### src/rtl/remote_ctrl_pkg.sv
// remote_ctrl_pkg
// Shared definitions for the IR remote motor driver: command codes from the
// IR decoder, H-bridge motor patterns, the FSM state type, and a helper that
// spots a direction reversal on a single motor.
//
// Motor pattern layout: [3:2] = left motor {IN1, IN2}, [1:0] = right motor
// {IN3, IN4}. Per motor: 10 = forward, 01 = reverse, 00 = coast.
package remote_ctrl_pkg;

    localparam logic [2:0] CMD_STOP  = 3'd0;
    localparam logic [2:0] CMD_FWD   = 3'd1;
    localparam logic [2:0] CMD_BACK  = 3'd2;
    localparam logic [2:0] CMD_LEFT  = 3'd3;
    localparam logic [2:0] CMD_RIGHT = 3'd4;

    localparam logic [3:0] MOT_STOP  = 4'b0000;
    localparam logic [3:0] MOT_FWD   = 4'b1010;
    localparam logic [3:0] MOT_BACK  = 4'b0101;
    localparam logic [3:0] MOT_LEFT  = 4'b0010;
    localparam logic [3:0] MOT_RIGHT = 4'b1000;

    typedef enum logic {
        RUN  = 1'b0,
        DEAD = 1'b1
    } state_t;

    // True when one motor would switch straight between forward and reverse,
    // which would short the H-bridge through both legs if done in one step.
    function automatic logic pair_reverses(input logic [1:0] cur,
                                           input logic [1:0] nxt);
        return ((cur == 2'b10) && (nxt == 2'b01)) ||
               ((cur == 2'b01) && (nxt == 2'b10));
    endfunction

endpackage

### src/rtl/remote_ctrl_decode.sv
// remote_ctrl_decode
// Purely combinational map from a registered IR command code to the desired
// H-bridge pattern. Codes 5-7 are invalid and fall back to stop.
//
// Ports:
//   cmd    - 3-bit command code (0 stop, 1 fwd, 2 back, 3 left, 4 right)
//   target - 4-bit desired motor pattern
module remote_ctrl_decode
    import remote_ctrl_pkg::*;
(
    input  logic [2:0] cmd,
    output logic [3:0] target
);

    always_comb begin
        target = MOT_STOP;
        case (cmd)
            CMD_STOP:  target = MOT_STOP;
            CMD_FWD:   target = MOT_FWD;
            CMD_BACK:  target = MOT_BACK;
            CMD_LEFT:  target = MOT_LEFT;
            CMD_RIGHT: target = MOT_RIGHT;
            default:   target = MOT_STOP;
        endcase
    end

endmodule

### src/rtl/remote_ctrl.sv
// remote_ctrl
// Command-to-motor driver for the smart car IR remote path. Registers the IR
// command, decodes it to an H-bridge pattern, and applies it to the motors.
// Whenever either motor would flip directly between forward and reverse, both
// motors are held in coast for DEAD_CYCLES cycles first.
//
// Parameters:
//   DEAD_CYCLES - coast cycles inserted before a reversal (1..255)
// Ports:
//   clk   - system clock, rising edge
//   rst_n - asynchronous active-low reset
//   data  - 3-bit command code from the IR decoder
//   motor - registered H-bridge lines {left IN1, IN2, right IN3, IN4}
module remote_ctrl
    import remote_ctrl_pkg::*;
#(
    parameter int DEAD_CYCLES = 4
) (
    input  logic       clk,
    input  logic       rst_n,
    input  logic [2:0] data,
    output logic [3:0] motor
);

    localparam logic [7:0] DEAD_LOAD = 8'(DEAD_CYCLES - 1);

    logic [2:0] cmd_q;
    logic [3:0] target;
    logic       reversal;
    state_t     state;
    logic [7:0] count;

    // Input register: the command code is resampled every cycle.
    always_ff @(posedge clk or negedge rst_n) begin
        if (!rst_n) begin
            cmd_q <= CMD_STOP;
        end else begin
            cmd_q <= data;
        end
    end

    remote_ctrl_decode u_decode (
        .cmd    (cmd_q),
        .target (target)
    );

    assign reversal = pair_reverses(motor[3:2], target[3:2]) ||
                      pair_reverses(motor[1:0], target[1:0]);

    // Motor FSM. In RUN the target is applied directly unless it reverses a
    // motor; then both motors coast for DEAD_CYCLES cycles. The dead time is
    // fixed once started: later commands only choose what is applied at its end.
    // Leaving DEAD from an all-coast pattern can never itself be a reversal.
    always_ff @(posedge clk or negedge rst_n) begin
        if (!rst_n) begin
            state <= RUN;
            motor <= MOT_STOP;
            count <= 8'd0;
        end else begin
            case (state)
                RUN: begin
                    if (reversal) begin
                        motor <= MOT_STOP;
                        count <= DEAD_LOAD;
                        state <= DEAD;
                    end else begin
                        motor <= target;
                    end
                end
                DEAD: begin
                    if (count == 8'd0) begin
                        motor <= target;
                        state <= RUN;
                    end else begin
                        motor <= MOT_STOP;
                        count <= count - 8'd1;
                    end
                end
                default: begin
                    motor <= MOT_STOP;
                    state <= RUN;
                end
            endcase
        end
    end

endmodule

### config.mk
export PLATFORM = sky130hd
export DESIGN_NAME = remote_ctrl
export DESIGN_NICKNAME = d
export VERILOG_FILES = /design/src/rtl/remote_ctrl_pkg.sv /design/src/rtl/remote_ctrl_decode.sv /design/src/rtl/remote_ctrl.sv
export SDC_FILE = /design/constraint.sdc
export NUM_CORES = 1
export LEC_CHECK = 0
export CAP_MARGIN = 10
export CORE_MARGIN = 1
export CORE_UTILIZATION = 45
export CTS_CLUSTER_DIAMETER = 200
export DETAILED_ROUTE_END_ITERATION = 8
export PLACE_DENSITY_LB_ADDON = 0.15
export SYNTH_ARGS = -nofsm -noshare
export SYNTH_HDL_FRONTEND = slang
export SYNTH_HIERARCHICAL = 1
export SYNTH_SLANG_ARGS = --single-unit
### constraint.sdc
create_clock -name clk -period 2.27 [get_ports clk]
set_input_delay 0.454 -clock clk [delete_from_list [all_inputs] [get_ports clk]]
set_output_delay 0.454 -clock clk [all_outputs]
set_load 0.05 [all_outputs]
# --- Word level (Yosys, flattened, before mapping) ---
# Index checks and enable logic that the tools add are counted.
classes:
  add_sub_neg: 1
  eq_ne: 14
  muxes: 10
  bitwise_logic: 1
  reduce_logical: 9
ops:
  columns: ["operator", "count"]
  rows:
  - ["$mux W8", 2]
  - ["$pmux W4 S4", 1]
  - ["$pmux W8 S2", 1]
  - ["$eq A2 B1 Y1 const B", 4]
  - ["$eq A2 B2 Y1 const B", 4]
  - ["$logic_not A8 Y1", 1]
  - ["$mux W4", 2]
  - ["$pmux W4 S2", 1]
  - ["$sub A8 B1 Y8 const B", 1]
  - ["$eq A3 B2 Y1 const B", 2]
  - ["$logic_and A1 B1 Y1", 4]
  - ["$ne A2 B2 Y1 const B", 2]
  - ["$eq A3 B1 Y1 const B", 1]
  - ["$eq A3 B3 Y1 const B", 1]
  - ["$logic_or A1 B1 Y1", 3]
  - ["$mux W1", 2]
  - ["$pmux W1 S2", 1]
  - ["$reduce_and A2 Y1", 1]
  - ["$not A1 Y1", 1]
totals:
  register_bits: 16
  input_bits: 5
  out_inout_bits: 4
  elab_cells: 39

# --- Longest topological paths before layout ---
depth:
  ltp_word: 8
  ltp_mapped: 6
  depth_no_buf: 6

# --- Modules after synthesis ---
# The synthesis kept the hierarchy.
modules_own_cells:
  columns: ["mod", "instances", "cells_per_inst", "area_per_inst_um2", "seq_area_each_um2"]
  rows:
  - ["remote_ctrl", 1, 62, 734.5, 400.4]
  - ["remote_ctrl_decode", 1, 5, 36.3, 0.0]

# --- Worst setup path after synthesis ---
# OpenSTA, ideal clock, no wires.
synth_timing:
  path_kind: "register to register"
  from: "register cmd_q[0]"
  to: "register count[5]"
  setup_time_ns: 0.143
  t_arrival_ns: 1.602
  required_ns: 2.127
  setup_slack_ns: 0.526
  stages_incl_launch_ff: 7
  n_path_buf: 1
  period_less_slack_ns: 1.744
  path_cell_list: "dfrtp_1 -> nor3b_1 -> buf_4 -> nor4bb_1 -> nor2_1 -> a21oi_1 -> o32ai_1"
synth_between:
  elab_chain_len: 8
  elab_cells_between_ends: 18
  classes_between: "9 x eq/ne; 1 x mux; 8 x reduce/logical"
synth_lines:
  columns: ["item", "line_no", "rtl"]
  rows:
  - ["start, declared", "remote_ctrl.sv:27", "logic [2:0] cmd_q;"]
  - ["start signal, assigned", "remote_ctrl.sv:38", "cmd_q <= data;"]
  - ["$eq A3 B3 Y1, or another cell as far along", "remote_ctrl_decode.sv:17", "case (cmd)"]
  - ["$pmux W4 S4 (*)", "remote_ctrl_decode.sv:17", null]
  - ["via target[0]", "remote_ctrl.sv:28", "logic [3:0] target;"]
  - ["$eq A2 B1 Y1 or $eq A2 B2 Y1 (tied branches)", "remote_ctrl_pkg.sv:31, remote_ctrl_pkg.sv:32", null]
  - ["$logic_and A1 B1 Y1 (on tied branches)", "remote_ctrl_pkg.sv:31, remote_ctrl_pkg.sv:32", null]
  - ["$logic_or A1 B1 Y1 (*)", "remote_ctrl_pkg.sv:31", "return ((cur == 2'b10) && (nxt == 2'b01)) ||"]
  - ["$logic_or A1 B1 Y1 (*)", "remote_ctrl.sv:47", "assign reversal = pair_reverses(motor[3:2], target[3:2]) ||"]
  - ["$ne A2 B2 Y1 (no line) (*)", null, null]
  - ["$reduce_and A2 Y1 (no line) (*)", null, null]
  - ["end signal, assigned", "remote_ctrl.sv:76", "count <= count - 8'd1;"]
  - ["end, declared", "remote_ctrl.sv:31", "logic [7:0] count;"]
# Mark *: on every way through the listed nets, which the timed path passes. The rest lies on a longest branch.
# A chain may end at the register's enable or synchronous reset.

# --- Worst setup path after layout ---
layout_timing:
  from: "register motor[2]"
  to: "output port motor[2]"
layout_lines:
  columns: ["item", "line_no", "rtl"]
  rows:
  - ["start, declared", "remote_ctrl.sv:22", "output logic [3:0] motor"]
  - ["start signal, assigned", "remote_ctrl.sv:67", "motor <= target;"]
  - ["start signal, assigned", "remote_ctrl.sv:72", "motor <= target;"]
# No word-level cell between the ends.

==> flow_metrics.py <==
metrics = {
    "status": {
        "status": "finished, violations left",
        "violations": "DRC",
    },
    "yosys": {
        "netlist_instances": 67,
        "ys_types": 29,
        "syn-num-nets": 73,
        "syn_area_sq_um": 771,
        "ys_seq_area_frac": 0.519,
        "syn_avg_cell_area_sq_um": 11.5,
        "yosys_register_bits": 16,
        "yosysWarnings": 6,
    },
    "finish": {
        "fin_area_sq_um": 905,
        "mostFrequentLayoutCell": "dfrtp_1",
        "fin_cells": 94,
        "fin_util": 0.580,
        "n_antenna_cell": 0,
        "fillers": 124,
        "final_cell_mix": "dfrtp_1, clkdlybuf4s50_1, nor2_1",
        "layout-drive-gt1-share": 0.141,
        "area_delta_synth_final_pct": 17.4,
        "final_nets": 85,
    },
    "worst_setup_path": {
        "slowest_stage": "clkdlybuf4s50_1",
        "path_class": "register to output port",
        "arrival_ns": 1.49,
        "critPathBufInv": 1,
        "critPathLaunchType": "register",
        "crit_chain": "clkdlybuf4s50_1",
        "worst-path-max-fanout": 3,
        "slowest_delay_ns": 0.81,
        "cp_top_family": "buffers and inverters",
        "crit_required_ns": 1.82,
        "cp-end-kind": "output port",
    },
    "detailed_routing": {
        "totalWireLength_microns": 1380,
        "wl_per_cell_microns": 14.7,
        "drc_errors": 2,
        "firstDrtPassIters": 6,
        "drt_iter0_drc": 11,
        "ant_nets": 0,
        "via_count": 561,
        "vias_per_cell": 5.97,
    },
    "flow_run": {
        "maxCapViolations": 0,
    },
    "placed_design": {
        "hpwl_microns": 975,
        "place.port_buffers": 8,
        "placed_area_sq_um": 863,
        "dp_cells": 90,
        "place_ws_ns": 0.246,
        "gp_congestion": 0.845,
    },
    "floorplan": {
        "coreArea_sq_mm": 0.00156,
        "io_pins": 9,
        "die-height_microns": 43.4,
        "rows": 14,
        "dieArea_sq_mm": 0.00188,
        "initial_core_util": 0.494,
        "die_width_microns": 43.4,
    },
    "clock_network": {
        "clk_latency_ns": 0.29,
        "root_buffer": "clkbuf_4",
        "clockBufferDepth": 2,
        "cts.sinks": 16,
        "hold_buffers": 0,
        "h-tree-depth": 1,
        "numCtsBuffers": 3,
        "tritoncts": "done",
        "clk_pin_slew_ns": 0.09,
    },
    "global_route": {
        "grtUsageTotal": 0.185,
        "grt_pass1_wl_microns": 2440,
        "first_global_vias": 563,
        "antenna_found_initial": 0,
        "overflow": 0,
        "grt_max_degree": 17,
    },
    "power_and_ir_drop": {
        "power_leakage_uw": 0.000365,
        "peakVddDrop_v": 0.000620,
        "power_per_cell_area_mw_per_mm2": 1150,
    },
    "sta": {
        "worst_clock_skew_ns": 0.00199,
        "relSlewSlack": 0.542,
        "rsz0062_at_grt": "false",
        "tns_ns": 0,
        "period_needed_ns": 1.94,
        "setup_viol": 0,
        "slew_violations": 0,
        "max_clock_freq_mhz": 514,
        "period_share": 0.856,
        "finalHoldViolations": 0,
        "timing.final.ws_setup_ns": 0.326,
        "tightest_slew_ns": 0.685,
    },
    "min_path": {
        "hold_path_class": "register to register",
    },
}
-- state kept, by name, summed over array words and instances, names as in the netlist --
register	cells
count	8
motor	4
cmd_q	3
state	1
-- cell usage after synthesis --
library cell / number / area share
nor4_2: 1 / 0.016
and2b_2: 1 / 0.011
nand2_1: 3 / 0.015
nor3b_1: 1 / 0.0097
o22a_1: 1 / 0.011
or3_4: 1 / 0.015
and2_1: 1 / 0.0081
inv_1: 3 / 0.015
nand3_1: 1 / 0.0065
a2bb2oi_1: 1 / 0.011
nor4b_1: 1 / 0.011
nor4_1: 1 / 0.0081
xnor2_1: 5 / 0.057
o32ai_1: 1 / 0.011
a21oi_1: 3 / 0.019
nor2b_1: 4 / 0.032
mux2i_1: 1 / 0.013
a2111oi_0: 1 / 0.011
or4b_4: 1 / 0.018
nor4bb_1: 4 / 0.052
a31oi_1: 1 / 0.0081
nor3_1: 1 / 0.0065
or3_1: 2 / 0.016
ha_1: 1 / 0.016
nor2_1: 6 / 0.029
o31ai_1: 1 / 0.0097
dfrtp_1: 16 / 0.52
nor3b_2: 2 / 0.032
buf_4: 1 / 0.0097
-- worst paths after layout --
kind	start	to	slack (ns)	cells after the start
min	state	count[0]	0.54	1
max in group asynchronous	rst_n	count[6]	1.27	1
min in group asynchronous	rst_n	motor[2]	0.57	1
max reg2reg	count[0]	count[1]	0.37	6
max	motor[2]	motor[2]	0.33	1
min reg2reg	state	count[0]	0.54	1
-- per-stage QoR --
step / hold slack, ns / total power [uW]
finish: 0.540 / 1040
global route: 0.564 / 1110
CTS: 0.537 / 1050
detailed placement: 0.521 / 852
global placement: 0.515 / 840
floorplan: 0.158 / 749
-- layer usage --
metal | part of all wire | vias up | routed length [microns] | track usage
met4 | 0.020 | 0 | 27 | 0.163
met3 | 0.032 | 4 | 44 | 0.0250
met2 | 0.43 | 11 | 587 | 0.248
li1 | - | 265 | - | -
met5 | 0 | - | 0 | 0
met1 | 0.52 | 281 | 722 | 0.260
-- cell families after synthesis --
group,count (synthesis),synth area share
adder cells (fa/ha/maj),1,0.0162
XOR/XNOR,5,0.0568
multiplexers,1,0.0130
AO/OA/AOI/OAI,9,0.0828
buffers and inverters,4,0.0244
flip-flops,16,0.519
AND/OR/NAND/NOR,31,0.287
-- what timing repair did --
item	in CTS	in global routing
setup buffers	0	0
setup endpoints to repair	0	6
resized for setup	0	1
-- power by group --
| part | internal (uW) | switching (uW) |
|---|---|---|
| clock network | 97.8 | 93.9 |
| registers | 374 | 97.0 |
| logic | 178 | 203 |
| total | 649 | 393 |
-- final cells by class --
type / count / area (sq um) / area share
Sequential cell: 16 / 400 / 0.443
Multi-Input combinational cell: 47 / 357 / 0.394
Timing Repair Buffer: 8 / 80.1 / 0.0885
Clock buffer: 4 / 36.3 / 0.0401
Tap cell: 16 / 20.0 / 0.0221
Inverter: 3 / 11.3 / 0.0124
Note: power is estimated with default switching activity, not from simulation.
